**src/rtl/switch_port_traffic_gen.sv**
```systemverilog
// LFSR-driven packet source for one input port of the 4-port switch.
// Issues num_pkts packets with a programmable gap, honouring fifo_full, and keeps delivery statistics.
module switch_port_traffic_gen #(
  parameter int unsigned PORT_ID = 0,
  parameter int unsigned DATA_W  = 8,
  parameter int unsigned GAP_W   = 4,
  parameter int unsigned CNT_W   = 16,
  parameter int unsigned RETRY   = 0,
  parameter logic [15:0] SEED    = 16'hACE1
) (
  input  logic              clk,
  input  logic              rst_n,
  input  logic              start,
  input  logic [CNT_W-1:0]  num_pkts,
  input  logic [GAP_W-1:0]  gap_cycles,
  input  logic              fifo_full,
  output logic              valid_out,
  output logic [3:0]        source_out,
  output logic [3:0]        target_out,
  output logic [DATA_W-1:0] data_out,
  output logic [1:0]        pkt_type_out,
  output logic              busy,
  output logic              done,
  output logic [CNT_W-1:0]  sent_cnt,
  output logic [CNT_W-1:0]  drop_cnt
);

  localparam int unsigned SUM_W     = CNT_W + 1;
  localparam logic [3:0]  SELF_MASK = 4'(1 << PORT_ID);
  localparam logic [3:0]  ALT_MASK  = 4'(1 << ((PORT_ID + 1) % 4));
  localparam bit          RETRY_EN  = (RETRY != 0);

  typedef enum logic [1:0] {S_IDLE, S_GEN, S_GAP, S_DONE} state_t;

  state_t             state;
  logic [15:0]        lfsr;
  logic [CNT_W-1:0]   remaining;
  logic [GAP_W-1:0]   gap_len;
  logic [GAP_W-1:0]   gap_cnt;

  logic [3:0]         nxt_target_c;
  logic [2:0]         nxt_pc_c;
  logic [1:0]         nxt_type_c;
  logic [DATA_W-1:0]  nxt_data_c;
  logic [15:0]        lfsr_adv_c;
  logic [2:0]         cur_pc_c;
  logic               hold_c;
  logic               last_c;
  logic               issue_c;

  function automatic logic [CNT_W-1:0] sat_add(input logic [CNT_W-1:0] a, input logic [2:0] b);
    logic [SUM_W-1:0] s;
    s = {1'b0, a} + SUM_W'(b);
    return s[CNT_W] ? '1 : s[CNT_W-1:0];
  endfunction

  // Next packet fields derived from the current LFSR value
  always_comb begin
    nxt_target_c = lfsr[3:0] & ~SELF_MASK;
    if (nxt_target_c == 4'd0) nxt_target_c = ALT_MASK;
    nxt_pc_c   = 3'(nxt_target_c[0]) + 3'(nxt_target_c[1]) + 3'(nxt_target_c[2]) + 3'(nxt_target_c[3]);
    nxt_type_c = 2'(nxt_pc_c - 3'd1);
    nxt_data_c = lfsr[15 -: DATA_W];
    lfsr_adv_c = {lfsr[14:0], lfsr[15] ^ lfsr[13] ^ lfsr[12] ^ lfsr[10]};
    cur_pc_c   = 3'(target_out[0]) + 3'(target_out[1]) + 3'(target_out[2]) + 3'(target_out[3]);
  end

  // A rejected packet is held only in retry mode; otherwise every GEN cycle consumes one packet
  always_comb begin
    hold_c  = (state == S_GEN) && fifo_full && RETRY_EN;
    last_c  = (remaining == CNT_W'(1));
    issue_c = 1'b0;
    case (state)
      S_IDLE:  issue_c = start && (num_pkts != '0);
      S_GEN:   issue_c = !hold_c && !last_c && (gap_len == '0);
      S_GAP:   issue_c = (gap_cnt == '0);
      default: issue_c = 1'b0;
    endcase
  end

  always_ff @(posedge clk) begin
    if (!rst_n) begin
      state        <= S_IDLE;
      lfsr         <= SEED;
      remaining    <= '0;
      gap_len      <= '0;
      gap_cnt      <= '0;
      valid_out    <= 1'b0;
      source_out   <= SELF_MASK;
      target_out   <= 4'd0;
      data_out     <= '0;
      pkt_type_out <= 2'd0;
      busy         <= 1'b0;
      done         <= 1'b0;
      sent_cnt     <= '0;
      drop_cnt     <= '0;
    end else begin
      source_out <= SELF_MASK;
      done       <= 1'b0;
      valid_out  <= issue_c || hold_c;
      if (issue_c) begin
        target_out   <= nxt_target_c;
        data_out     <= nxt_data_c;
        pkt_type_out <= nxt_type_c;
        lfsr         <= lfsr_adv_c;
      end
      case (state)
        S_IDLE: begin
          if (start) begin
            sent_cnt  <= '0;
            drop_cnt  <= '0;
            remaining <= num_pkts;
            gap_len   <= gap_cycles;
            if (num_pkts == '0) begin
              state <= S_DONE;
              done  <= 1'b1;
            end else begin
              state <= S_GEN;
              busy  <= 1'b1;
            end
          end
        end
        S_GEN: begin
          if (!fifo_full) sent_cnt <= sat_add(sent_cnt, 3'd1);
          else if (!RETRY_EN) drop_cnt <= sat_add(drop_cnt, cur_pc_c);
          if (!hold_c) begin
            remaining <= remaining - CNT_W'(1);
            if (last_c) begin
              state <= S_DONE;
              busy  <= 1'b0;
              done  <= 1'b1;
            end else if (gap_len != '0) begin
              state   <= S_GAP;
              gap_cnt <= gap_len - GAP_W'(1);
            end
          end
        end
        S_GAP: begin
          if (gap_cnt == '0) state <= S_GEN;
          else gap_cnt <= gap_cnt - GAP_W'(1);
        end
        default: state <= S_IDLE;
      endcase
    end
  end

endmodule

```
**config.mk**
```make
export PLATFORM = sky130hd
export DESIGN_NAME = switch_port_traffic_gen
export DESIGN_NICKNAME = d
export VERILOG_FILES = /design/src/rtl/switch_port_traffic_gen.sv
export SDC_FILE = /design/constraint.sdc
export NUM_CORES = 1
export LEC_CHECK = 0
export CAP_MARGIN = 20
export CORE_MARGIN = 1.5
export CORE_UTILIZATION = 60
export DETAILED_ROUTE_END_ITERATION = 12
export DONT_BUFFER_PORTS = 1
export GPL_ROUTABILITY_DRIVEN = 0
export PLACE_DENSITY = 0.76
export SYNTH_ARGS = -nofsm -noshare
export SYNTH_HDL_FRONTEND = slang
export SYNTH_SLANG_ARGS = --single-unit
```
**constraint.sdc**
```tcl
create_clock -name clk -period 4.21 [get_ports clk]
set_input_delay 0.421 -clock clk [delete_from_list [all_inputs] [get_ports clk]]
set_output_delay 0.421 -clock clk [all_outputs]
set_load 0.01 [all_outputs]
```
## Yosys cells after proc, flatten, opt, wreduce, memory -nomap -nowiden

Cells that the tools add are included.
Widths: inputs -> output; s select.

| operators by class | value |
|---|---|
| equal/unequal tests | 13 |
| add/subtract/negate cells | 12 |
| multiplexer cells | 29 |
| bitwise operators | 3 |
| reduce and logical (&&, ||, !) cells | 19 |

Operators with widths:

| kind | number |
|---|---|
| $mux 16 | 6 |
| $pmux 16 s2 | 3 |
| $add 16x1->17 const B | 1 |
| $add 16x3->17 | 1 |
| $eq 16x1->1 const B | 1 |
| $logic_not 16->1 | 1 |
| $mux 4 | 4 |
| $ne 2x2->1 const B | 8 |
| $reduce_bool 16->1 | 1 |
| $sub 16x1->16 const B | 1 |
| $logic_not 4->1 | 3 |
| $mux 2 | 5 |
| $reduce_and 3->1 | 3 |
| $pmux 4 s2 | 1 |
| $reduce_and 4->1 | 2 |
| $sub 4x1->4 const B | 2 |
| $mux 1 | 6 |
| $pmux 2 s3 | 1 |
| $add 1x1->2 | 2 |
| $add 2x1->2 | 2 |
| $pmux 1 s2 | 2 |
| $reduce_and 2->1 | 2 |
| $reduce_bool 2->1 | 2 |
| $reduce_bool 4->1 | 1 |
| 12 further kinds | 15 |

| word-level totals | value |
|---|---|
| output and inout bits | 53 |
| word-level logic and storage cells | 89 |
| input port bits | 24 |
| register bits after elaboration | 91 |

## Logic depth before layout (Yosys ltp)

Gate-level depths: netlist of the first run.

| depth | value |
|---|---|
| depth after elaboration | 7 |
| mapped depth | 10 |
| gate-level depth less buffers | 8 |

## Least setup slack after synthesis of the first run

OpenSTA, ideal clock, no wires.

| timing path | value |
|---|---|
| path kind | register to register |
| from | register target_out[1] |
| to | register drop_cnt[11] |
| setup time | 86 ps |
| data arrival time | 2629 ps |
| period minus slack after synthesis | 2714 ps |
| path buffers | 2 |
| required time | 4124 ps |
| setup slack | 1496 ps |
| cell stages (with the launch flop) | 11 |
| path through | dfxtp_1 > fa_1 > ha_1 > fa_1 > and3_1 > clkbuf_1 > nand2_1 > nor4_1 > clkbuf_1 > o21ai_0 > a211oi_1 |

| on the way | value |
|---|---|
| cells in the longest elaborated chain, start to end | 7 |

RTL lines:

| what | RTL line | text |
|---|---|---|
| start, declared | 19 | `output logic [3:0] target_out,` |
| start signal, assigned | 102 | `target_out <= nxt_target_c;` |
| $add 1x1->2 | 65 | `cur_pc_c = 3'(target_out[0]) + 3'(target_out[1]) + 3'(target_out[2]) + 3'(target_out[3]);` |
| $add 2x1->3 | 65 |  |
| $add 3x1->3 | 65 |  |
| $add 16x3->17 | 53 | `s = {1'b0, a} + SUM_W'(b);` |
| $mux 16 | 54 | `return s[CNT_W] ? '1 : s[CNT_W-1:0];` |
| $mux 16 | 124 | `if (!fifo_full) sent_cnt <= sat_add(sent_cnt, 3'd1);` |
| $pmux 16 s2 | 107 | `case (state)` |
| end signal, assigned | 125 | `else if (!RETRY_EN) drop_cnt <= sat_add(drop_cnt, cur_pc_c);` |
| end, declared | 25 | `output logic [CNT_W-1:0] drop_cnt` |

No other way between the ends. The select of a mux whose other input is x is not followed.
A chain may end at the register's enable or synchronous reset.

## Final worst setup path of the first run

| timing path | value |
|---|---|
| from | register target_out[2] |
| to | register drop_cnt[11] |

| on the way | value |
|---|---|
| cells in the longest elaborated chain, start to end | 6 |

RTL lines:

| what | RTL line |
|---|---|
| $add 2x1->3 | 65 |
| $add 3x1->3 | 65 |
| $add 16x3->17 | 53 |
| $mux 16 | 54 |
| $mux 16 | 124 |
| $pmux 16 s2 | 107 |

No other way between the ends. The select of a mux whose other input is x is not followed.

==> results of run 1 <==
[area by class of cell]
cell class	count	area, sq um	area share (%)
clock buffer	9	124	2.62
clock inverter	7	104	2.20
inverter	9	33.8	0.714
multi-input combinational	440	2560	54.1
sequential	87	1740	36.8
tap	99	124	2.62
timing repair buffer	6	45.0	0.952
[power breakdown]
group          switching, mW  total, mW  internal [mW]
clock                  0.318      0.659          0.341
sequential             0.106       1.02          0.918
combinational          0.305      0.508          0.203
total                  0.729       2.19           1.46
[sequential cells by signal, indices dropped and copies added (netlist names), 3 cells and up]
name,flops
gap_cnt,4
target_out,3
lfsr,13
drop_cnt,16
data_out,8
gap_len,4
sent_cnt,16
remaining,16
[layout by cell type (no fill, tap or decap), types with 3 or more instances in the layout]
master / synthesis / layout
sky130_fd_sc_hd__nand4_1: 7 / 7
sky130_fd_sc_hd__and3_1: 6 / 6
sky130_fd_sc_hd__xor2_1: 3 / 3
sky130_fd_sc_hd__nand2b_1: 5 / 5
sky130_fd_sc_hd__ha_1: 8 / 8
sky130_fd_sc_hd__a21oi_1: 55 / 55
sky130_fd_sc_hd__and4_1: 3 / 3
sky130_fd_sc_hd__nor3b_1: 4 / 3
sky130_fd_sc_hd__o21ai_0: 49 / 49
sky130_fd_sc_hd__nor3_1: 33 / 33
sky130_fd_sc_hd__mux2i_1: 16 / 16
sky130_fd_sc_hd__nor2b_1: 6 / 6
sky130_fd_sc_hd__buf_4: 9 / 6
sky130_fd_sc_hd__a31oi_1: 10 / 10
sky130_fd_sc_hd__nor4_1: 7 / 7
sky130_fd_sc_hd__clkbuf_8: 0 / 9
sky130_fd_sc_hd__nand3_1: 35 / 35
sky130_fd_sc_hd__or4_1: 3 / 3
sky130_fd_sc_hd__nor2_1: 59 / 59
sky130_fd_sc_hd__nand2_1: 54 / 54
sky130_fd_sc_hd__o21a_1: 3 / 3
sky130_fd_sc_hd__a211oi_1: 5 / 5
sky130_fd_sc_hd__o211ai_1: 3 / 3
sky130_fd_sc_hd__conb_1: 2 / 5
sky130_fd_sc_hd__dfxtp_1: 87 / 87
sky130_fd_sc_hd__or2_2: 3 / 3
sky130_fd_sc_hd__o311ai_0: 7 / 7
sky130_fd_sc_hd__xnor2_1: 4 / 4
sky130_fd_sc_hd__inv_1: 9 / 8
[cells by family after synthesis]
group | Yosys count | share of synthesized area (%)
XOR/XNOR | 7 | 1.36
AO/OA/AOI/OAI | 158 | 21.3
buffers and inverters | 49 | 4.97
AND/OR/NAND/NOR | 244 | 26.9
adder cells (fa/ha/maj) | 10 | 3.11
multiplexers | 16 | 3.55
flip-flops | 87 | 38.6
other | 2 | 0.167
[synth_stat cells (all sizes together) (8+ instances only)]
cell type | number | area [sq um]
a21oi | 55 | 275
a31oi | 11 | 75.1
buf | 14 | 92.6
clkbuf | 26 | 97.6
dfxtp | 87 | 1740
ha | 8 | 100
inv | 9 | 33.8
mux2i | 16 | 160
nand2 | 55 | 209
nand3 | 35 | 175
nor2 | 61 | 234
nor3 | 33 | 165
o21ai | 50 | 254
[worst paths after layout]
| path | endpoint | slack, ns | cells after the start |
|---|---|---|---|
| max reg2reg | drop_cnt[11]$_SDFFE_PN0P_ | 1.51 | 9 |
| min | lfsr[11]$_SDFFE_PN1P_ | 0.13 | 1 |
| max | drop_cnt[11]$_SDFFE_PN0P_ | 1.51 | 9 |
| min reg2reg | lfsr[4]$_SDFFE_PN0P_ | 0.47 | 2 |
[layer usage]
metal  wire (um)  vias to the layer above  global-route usage, %
met5           0                        -                      0
met4         190                        0                   11.5
met3         701                       18                   5.94
met2        4960                      128                   43.8
met1        4900                     1951                   36.1
li1            -                     2033                      -
[stage by stage]
step / hold WS, ns / total power, mW / cell area, sq um
6_report: 0.128 / 2.19 / 4730
3_5_place_dp: 0.459 / 1.54 / 4500
2_1_floorplan: 0.435 / 1.45 / 4520
3_3_place_gp: 0.450 / 1.53 / 4500
5_1_grt: 0.110 / 2.31 / 4730
4_1_cts: 0.116 / 2.20 / 4730
==> PnR_summary.wiki, run 1 <==
{| class="wikitable"
! Metric !! Value
|-
| Outcome || finished, final reports clean
|-
| Port Buf Inserts || 0
|-
| Final cell count without fillers || 657
|-
| Clock root buffer || sky130_fd_sc_hd__clkbuf_8
|-
| Slew headroom || 34.8%
|-
| # IOs || 77
|-
| First-pass GRT wire length || 17.4 mm
|-
| Chip Height || 89.7 um
|-
| Number of levels the H-tree was split into || 3
|-
| Yosys Warn Count || 0
|-
| Cell at the slowest stage of the critical path || sky130_fd_sc_hd__fa_1
|-
| Setup Slack @ Placement || 1.58 ns
|-
| Number of setup violations in the final report || 0
|-
| Cell count after synthesis || 573
|-
| Clock transition at path regs || 0.10 ns
|-
| Setup TNS || 0 ns
|-
| Unrepaired setup endpoints after global routing || no
|-
| Leakage power summed over all cells || 1.70 nW
|-
| Layout Skew || 0.0127 ns
|-
| Count of instances resized after the clock tree is built || 0
|-
| Cell area after synthesis || 0.00451 sq mm
|-
| Arrival time at the worst endpoint || 2.95 ns
|-
| Clock sink count || 87
|-
| Sum of buffers and inverters on the critical path || 1
|-
| Worst Setup Start Kind || register
|-
| Final period demand of the worst path || 2.70 ns
|-
| Violation count after the first detailed-routing iteration || 188
|-
| Largest net degree at the start of global routing || 46
|-
| Max Freq || 0.370 GHz
|-
| Number of max-slew violations in the final report || 0
|-
| Worst min-delay path category || in -> reg
|-
| Cts hold-fix bufs || 0
|-
| Total power per unit cell area || 463 mW/mm^2
|-
| Cell row count || 31
|-
| Core area || 0.00725 sq mm
|-
| Number of antenna violations at the first check in global routing || 0
|-
| # DRC || 0
|-
| Setup slack of the critical path after layout || 1.51 ns
|-
| Hpwl dp || 7.41 mm
|-
| Layout-stage area growth over the synthesis result || 4.94%
|-
| Via count of the first global-routing pass || 3853
|-
| Maximum vdd drop || 0.245 mV
|-
| Ratio of cells with drive above 1 in the final layout || 6.63%
|-
| Maximum buffer depth of the clock tree || 2
|-
| Maximum cell stage delay along the critical path || 0.45 ns
|-
| Slew at the pin closest to its max-slew limit || 0.975 ns
|-
| TritonCTS Buffers || 9
|-
| Critical setup path kind || reg -> reg
|-
| Number of synthesized register bits || 87
|-
| Count of antenna diodes in the layout || 0
|-
| DR vias/cell || 6.29
|-
| Hold Fails Final Rpt || 0
|-
| Asr flop ratio synth || 0%
|-
| Detail Route Antenna Nets || 0
|-
| Crit path top cell by count || sky130_fd_sc_hd__fa_1
|-
| Post-layout util || 65.2%
|-
| Fraction of the cycle the final worst path needs || 64.2%
|-
| Number of library cell types mapped by synthesis || 63
|-
| Source of the worst hold timing path || rst_n
|-
| Kind of capture point of the worst setup path || register
|-
| Crit path max-delay family || adder cells
|-
| Synth Area per Inst || 7.87 sq um
|-
| Die width || 89.7 um
|-
| Biggest fanout along the worst timing path || 12
|-
| Main flop type after synthesis || sky130_fd_sc_hd__dfxtp_1
|-
| Starting Density || 62.2%
|-
| Launching point of the worst reg2reg path || target_out[2]$_SDFFE_PN0P_
|-
| Total GRT Usage || 27.5%
|-
| Startpoint of the most critical setup path || target_out[2]$_SDFFE_PN0P_
|-
| Vias || 4130
|-
| Reported max-cap violation count || 0
|-
| Overall die area || 0.00804 sq mm
|-
| Number of nets in the layout || 587
|-
| Source-to-sink clock delay at the later pin of the worst-skew pair || 0.36 ns
|-
| Worst path cell trace || fa_1, ha_1, fa_1, and3_1, nand2_1, nor4_1, buf_4, nor4b_1, a211oi_1
|-
| Grt ovf || 0
|-
| Sequential share of the synthesized area || 38.6%
|-
| CP required || 4.46 ns
|-
| Total instance count after detailed placement || 641
|-
| Routed Wire Length || 10.8 mm
|-
| TritonCTS clock tree || done
|-
| Number of enable-type register cells in the synthesized netlist || 0
|-
| Avg WL per Cell || 16.4 um
|-
| Fill cell total of the finished layout || 645
|-
| Number of post-CTS setup repair buffers || 0
|-
| Detailed-routing iteration count for the pre-antenna-repair pass || 5
|}
Note: power is estimated with default switching activity, not from simulation.
==> run 2: changes to the inputs <==
==> constraint.sdc (replaced) <==
create_clock -name clk -period 2.7 [get_ports clk]
set_input_delay 0.27 -clock clk [delete_from_list [all_inputs] [get_ports clk]]
set_output_delay 0.27 -clock clk [all_outputs]
set_load 0.01 [all_outputs]
==> run 2 against run 1 <==
Effect of this change:
- final cell count grew 1.8%
- worst hold slack lost 0.096 ns
- global-route usage grew 0.77 points
- setup slack lost 1.4 ns
- register-to-register slack lost 1.4 ns
- clock power grew 58%
- power grew 58%
- flip-flop and latch count is the same
==> PnR_summary.wiki, run 2 (synthesis gave the netlist of run 1 again) <==
{| class="wikitable"
! Metric !! Value
|-
| Maximum buffer depth of the clock tree || 2
|-
| Max Freq || 0.390 GHz
|-
| Met1 WL || 4.89 mm
|-
| Vias || 4253
|-
| Number of antenna violations at the first check in global routing || 0
|-
| # IOs || 77
|-
| Highest layer used for signal routing || met4
|-
| Die width || 89.7 um
|-
| Reported max-cap violation count || 0
|-
| Worst Setup Start Kind || register
|-
| Final period demand of the worst path || 2.56 ns
|-
| Number of post-CTS setup repair buffers || 0
|-
| Cell at the slowest stage of the critical path || sky130_fd_sc_hd__fa_1
|-
| Routed Wire Length || 11.1 mm
|-
| Number of max-slew violations in the final report || 0
|-
| TritonCTS Buffers || 9
|-
| Clock root buffer || sky130_fd_sc_hd__clkbuf_8
|-
| Crit path top cell by count || sky130_fd_sc_hd__fa_1
|-
| Number of setup violations in the final report || 0
|-
| Commonest non-fill, non-tap cells in the layout || sky130_fd_sc_hd__dfxtp_1, sky130_fd_sc_hd__nor2_1, sky130_fd_sc_hd__a21oi_1
|-
| Critical setup path kind || reg -> reg
|-
| Hpwl dp || 7.49 mm
|-
| Fraction of the cycle the final worst path needs || 94.9%
|-
| Power consumption || 3.47 mW
|-
| # DRC || 0
|-
| Total power per unit cell area || 718 mW/mm^2
|-
| Most frequent standard cell in the layout excluding fill and tap cells || sky130_fd_sc_hd__dfxtp_1
|-
| Length of routed met2 wiring || 5.17 mm
|-
| Clock transition at path regs || 0.10 ns
|-
| Port Buf Inserts || 0
|-
| Worst min-delay path category || in -> reg
|-
| Largest registers || drop_cnt: 16 flops, remaining: 16 flops, sent_cnt: 16 flops
|-
| Total GRT Usage || 28.2%
|-
| CP required || 2.94 ns
|-
| Post-layout util || 66.7%
|-
| Grt ovf || 0
|-
| Starting Density || 62.2%
|-
| Hold Fails Final Rpt || 0
|-
| Chip Height || 89.7 um
|-
| Count of antenna diodes in the layout || 0
|-
| Layout-stage area growth over the synthesis result || 7.24%
|-
| First-pass GRT wire length || 18.0 mm
|-
| Number of levels the H-tree was split into || 3
|-
| Maximum vdd drop || 0.532 mV
|-
| Overall die area || 0.00804 sq mm
|-
| Slew at the pin closest to its max-slew limit || 0.594 ns
|-
| Leakage power summed over all cells || 1.76 nW
|-
| Biggest fanout along the worst timing path || 12
|-
| Number of nets in the layout || 599
|-
| Detail Route Antenna Nets || 0
|-
| Clock sink count || 87
|-
| Detailed-routing iteration count for the pre-antenna-repair pass || 6
|-
| Arrival time at the worst endpoint || 2.81 ns
|-
| Crit path max-delay family || adder cells
|-
| Layout Skew || 0.0132 ns
|-
| Via count of the first global-routing pass || 3904
|-
| DR vias/cell || 6.36
|-
| Unrepaired setup endpoints after global routing || yes
|-
| Worst path cell trace || fa_1, ha_1, fa_1, and3_2, nand2_2, nor4_2, buf_4, nor4b_1, a211oi_1
|-
| Source-to-sink clock delay at the later pin of the worst-skew pair || 0.36 ns
|-
| Detailed route wirelength on metal3 || 794 um
|-
| Cell row count || 31
|-
| TritonCTS clock tree || done
|-
| Core area || 0.00725 sq mm
|-
| Avg WL per Cell || 16.6 um
|-
| Largest net degree at the start of global routing || 48
|-
| Slew headroom || 60.3%
|-
| Ratio of cells with drive above 1 in the final layout || 9.12%
|-
| Sum of buffers and inverters on the critical path || 1
|-
| Maximum cell stage delay along the critical path || 0.47 ns
|-
| Outcome || finished, final reports clean
|-
| Kind of capture point of the worst setup path || register
|-
| Violation count after the first detailed-routing iteration || 248
|}
[run 2: cell type report]
type,instances,area [sq um]
clock buffer,9,124
clock inverter,7,101
fill,620,2420
inverter,9,33.8
multi-input combinational,440,2570
sequential,87,1740
tap,99,124
timing repair buffer,18,138
[run 2: path summary, 6_finish.rpt]
kind,startpoint,to,slack (ns),cells past startpoint
setup reg to reg,target_out[1]$_SDFFE_PN0P_,drop_cnt[11]$_SDFFE_PN0P_,0.14,9
hold reg to reg,lfsr[4]$_SDFFE_PN0P_,lfsr[4]$_SDFFE_PN0P_,0.48,2
hold / removal,gap_cycles[3],gap_len[3]$_SDFFE_PN0P_,0.03,2
setup / recovery,target_out[1]$_SDFFE_PN0P_,drop_cnt[11]$_SDFFE_PN0P_,0.14,9
[run 2: stage by stage]
stage	instance area, sq um	instances	setup TNS [ns]	worst slack, ns	hold slack [ns]
after floorplan	4520	576	0	0.0429	0.406
after global placement	4590	652	0	0.187	0.346
after detailed placement	4590	652	0	0.123	0.348
after CTS	4820	669	0	0.0733	0.0209
after global routing	4830	669	-0.0825	-0.0607	0.0236
final	4830	669	0	0.138	0.0319
[run 2: what timing repair did]
item,4_1_cts,5_1_grt
gates resized for setup,0,4
hold endpoints to repair,5,0
hold buffers,1,0
endpoints found under the setup margin,0,12
[run 2: power breakdown]
| group | total, mW | internal, mW | switching, mW |
|---|---|---|---|
| clock | 1.04 | 0.531 | 0.509 |
| sequential | 1.59 | 1.43 | 0.157 |
| combinational | 0.845 | 0.349 | 0.496 |
[run 2: worst reg2reg max path, cell delays in order, from the launching register on]
cell and delay [ns]:
sky130_fd_sc_hd__dfxtp_1 0.34, sky130_fd_sc_hd__fa_1 0.47, sky130_fd_sc_hd__ha_1 0.23, sky130_fd_sc_hd__fa_1 0.41
sky130_fd_sc_hd__and3_2 0.29, sky130_fd_sc_hd__nand2_2 0.13, sky130_fd_sc_hd__nor4_2 0.06, sky130_fd_sc_hd__buf_4 0.18
sky130_fd_sc_hd__nor4b_1 0.25, sky130_fd_sc_hd__a211oi_1 0.08
[run 2: metal layers]
metal,GRT usage [%],vias to the layer above
li1,-,2064
met1,37.1,2016
met2,44.6,153
met3,7.22,20
met4,10.8,0
met5,0,-
==> run 3: changes to the inputs <==
--- a/config.mk
+++ b/config.mk
@@ -7,11 +7,10 @@
 export LEC_CHECK = 0
 export CAP_MARGIN = 20
 export CORE_MARGIN = 1.5
-export CORE_UTILIZATION = 60
+export CORE_UTILIZATION = 40
 export DETAILED_ROUTE_END_ITERATION = 12
 export DONT_BUFFER_PORTS = 1
 export GPL_ROUTABILITY_DRIVEN = 0
-export PLACE_DENSITY = 0.76
 export SYNTH_ARGS = -nofsm -noshare
 export SYNTH_HDL_FRONTEND = slang
 export SYNTH_SLANG_ARGS = --single-unit
==> run 3 against run 2 <==
Effect of this change:
- clock skew decreased by 0.0027 ns
- critical endpoint unchanged
- routed wire length increased by 7.8%
- highest routed layer unchanged
- register-to-register slack improved by 0.02 ns
- die area increased by 48%
- utilization decreased by 21 points
- flip-flop and latch count unchanged
- critical path type unchanged
- largest cell class unchanged
==> PnR_summary.wiki, run 3 (synthesis gave the netlist of run 1 again) <==
{| class="wikitable"
! Metric !! Value
|-
| Number of antenna violations at the first check in global routing || 0
|-
| Commonest non-fill, non-tap cells in the layout || sky130_fd_sc_hd__dfxtp_1, sky130_fd_sc_hd__nor2_1, sky130_fd_sc_hd__a21oi_1
|-
| # IOs || 77
|-
| Ratio of cells with drive above 1 in the final layout || 9.39%
|-
| Maximum buffer depth of the clock tree || 2
|-
| Total power per unit cell area || 740 mW/mm^2
|-
| Clock transition at path regs || 0.07 ns
|-
| Crit path top cell by count || sky130_fd_sc_hd__fa_1
|-
| Most frequent standard cell in the layout excluding fill and tap cells || sky130_fd_sc_hd__dfxtp_1
|-
| Grt ovf || 0
|-
| Number of cells traversed by the worst register-to-register path || 9
|-
| Routed Wire Length || 12.0 mm
|-
| Maximum vdd drop || 0.349 mV
|-
| Number of max-slew violations in the final report || 0
|-
| Number of setup violations in the final report || 0
|-
| TritonCTS Buffers || 9
|-
| Kind of capture point of the worst setup path || register
|-
| Final period demand of the worst path || 2.54 ns
|-
| Number of post-CTS setup repair buffers || 0
|-
| Detail Route Antenna Nets || 0
|-
| Max Freq || 0.393 GHz
|-
| Crit path max-delay family || adder cells
|-
| Reported max-cap violation count || 0
|-
| Clock sink count || 87
|-
| Critical setup path kind || reg -> reg
|-
| Starting Density || 41.2%
|-
| DR vias/cell || 5.87
|-
| Largest registers || drop_cnt: 16 flops, remaining: 16 flops, sent_cnt: 16 flops
|-
| Count of antenna diodes in the layout || 0
|-
| Port Buf Inserts || 0
|-
| Cell depth of the worst min-delay path || 1
|-
| # DRC || 0
|-
| Unrepaired setup endpoints after global routing || no
|-
| Arrival time at the worst endpoint || 2.76 ns
|-
| Source-to-sink clock delay at the later pin of the worst-skew pair || 0.35 ns
|-
| Biggest fanout along the worst timing path || 7
|-
| Clock root buffer || sky130_fd_sc_hd__clkbuf_16
|-
| Slew headroom || 57.6%
|-
| Total GRT Usage || 20.5%
|-
| Hold Fails Final Rpt || 0
|-
| Layout-stage area growth over the synthesis result || 10.6%
|-
| CP required || 2.92 ns
|-
| Worst path depth || 9
|-
| Via count of the first global-routing pass || 3997
|-
| Cell at the slowest stage of the critical path || sky130_fd_sc_hd__fa_1
|-
| Cell row count || 38
|-
| Worst min-delay path category || in -> reg
|-
| Sum of buffers and inverters on the critical path || 1
|-
| Setup TNS || 0 ns
|-
| Chip Height || 109 um
|-
| Leakage power summed over all cells || 1.82 nW
|-
| Worst path cell trace || fa_1, ha_1, fa_1, and3_1, nand2_1, nor4_2, buf_4, nor4b_1, a211oi_1
|-
| Violation count after the first detailed-routing iteration || 274
|-
| Hpwl dp || 8.31 mm
|-
| Overall die area || 0.0119 sq mm
|-
| First-pass GRT wire length || 19.5 mm
|-
| Slew at the pin closest to its max-slew limit || 0.633 ns
|-
| Post-layout util || 45.6%
|-
| Vias || 4198
|-
| Layout Skew || 0.0105 ns
|-
| Avg WL per Cell || 16.7 um
|-
| TritonCTS clock tree || done
|-
| Outcome || finished, final reports clean
|-
| Worst Setup Start Kind || register
|-
| Maximum cell stage delay along the critical path || 0.48 ns
|-
| Number of nets in the layout || 604
|-
| Power consumption || 3.69 mW
|-
| Die width || 109 um
|-
| Largest net degree at the start of global routing || 28
|-
| Number of levels the H-tree was split into || 3
|-
| Core area || 0.0109 sq mm
|-
| Detailed-routing iteration count for the pre-antenna-repair pass || 4
|-
| Fraction of the cycle the final worst path needs || 94.2%
|}
-- run 3: cell types whose count changed in the layout (fill, tap and decap cells not counted), moves of 2 or more --
cell                        previous run  this run
sky130_fd_sc_hd__clkbuf_16             0         9
sky130_fd_sc_hd__bufinv_16             2         0
sky130_fd_sc_hd__buf_4                17        22
sky130_fd_sc_hd__clkbuf_8              9         0
-- run 3: metal layers --
layer / track usage [%] / vias up / routed length [um]
li1: - / 2067 / -
met1: 25.0 / 2006 / 5460
met2: 36.0 / 110 / 5700
met3: 4.54 / 15 / 676
met4: 6.11 / 0 / 130
met5: 0 / - / 0
-- run 3: area by class of cell --
cell class | instances | area, sq um
timing repair buffer | 23 | 175
multi-input combinational | 440 | 2560
inverter | 9 | 33.8
clock inverter | 7 | 70.1
clock buffer | 9 | 225
fill | 1100 | 5950
tap | 140 | 175
sequential | 87 | 1740
-- run 3: timing repair --
action | in CTS | in global routing
gates resized for setup | 0 | 1
hold buffers | 1 | 0
endpoints found under the hold margin | 4 | 0
endpoints found under the setup margin | 0 | 6
-- run 3: metrics by stage --
step                instance area (sq um)  hold slack, ns  worst slack, ns  instances
global placement                     4670           0.348            0.212        698
detailed placement                   4670           0.353            0.126        698
finish                               4990          0.0277            0.156        715
CTS                                  4980          0.0296           0.0923        715
global route                         4990          0.0269          0.00429        715
floorplan                            4520           0.406           0.0429        576
-- run 3: power breakdown --
part | switching (mW) | internal (mW) | total [mW]
sequential | 0.157 | 1.43 | 1.59
combinational | 0.503 | 0.352 | 0.855
clock | 0.593 | 0.652 | 1.25
-- run 3: worst paths after layout --
| check | start | to | slack [ns] |
|---|---|---|---|
| setup reg to reg | target_out[1]$_SDFFE_PN0P_ | drop_cnt[11]$_SDFFE_PN0P_ | 0.16 |
| hold reg to reg | lfsr[7]$_SDFFE_PN1P_ | lfsr[8]$_SDFFE_PN0P_ | 0.46 |
| setup / recovery | target_out[1]$_SDFFE_PN0P_ | drop_cnt[11]$_SDFFE_PN0P_ | 0.16 |
| hold / removal | rst_n | lfsr[0]$_SDFFE_PN1P_ | 0.03 |
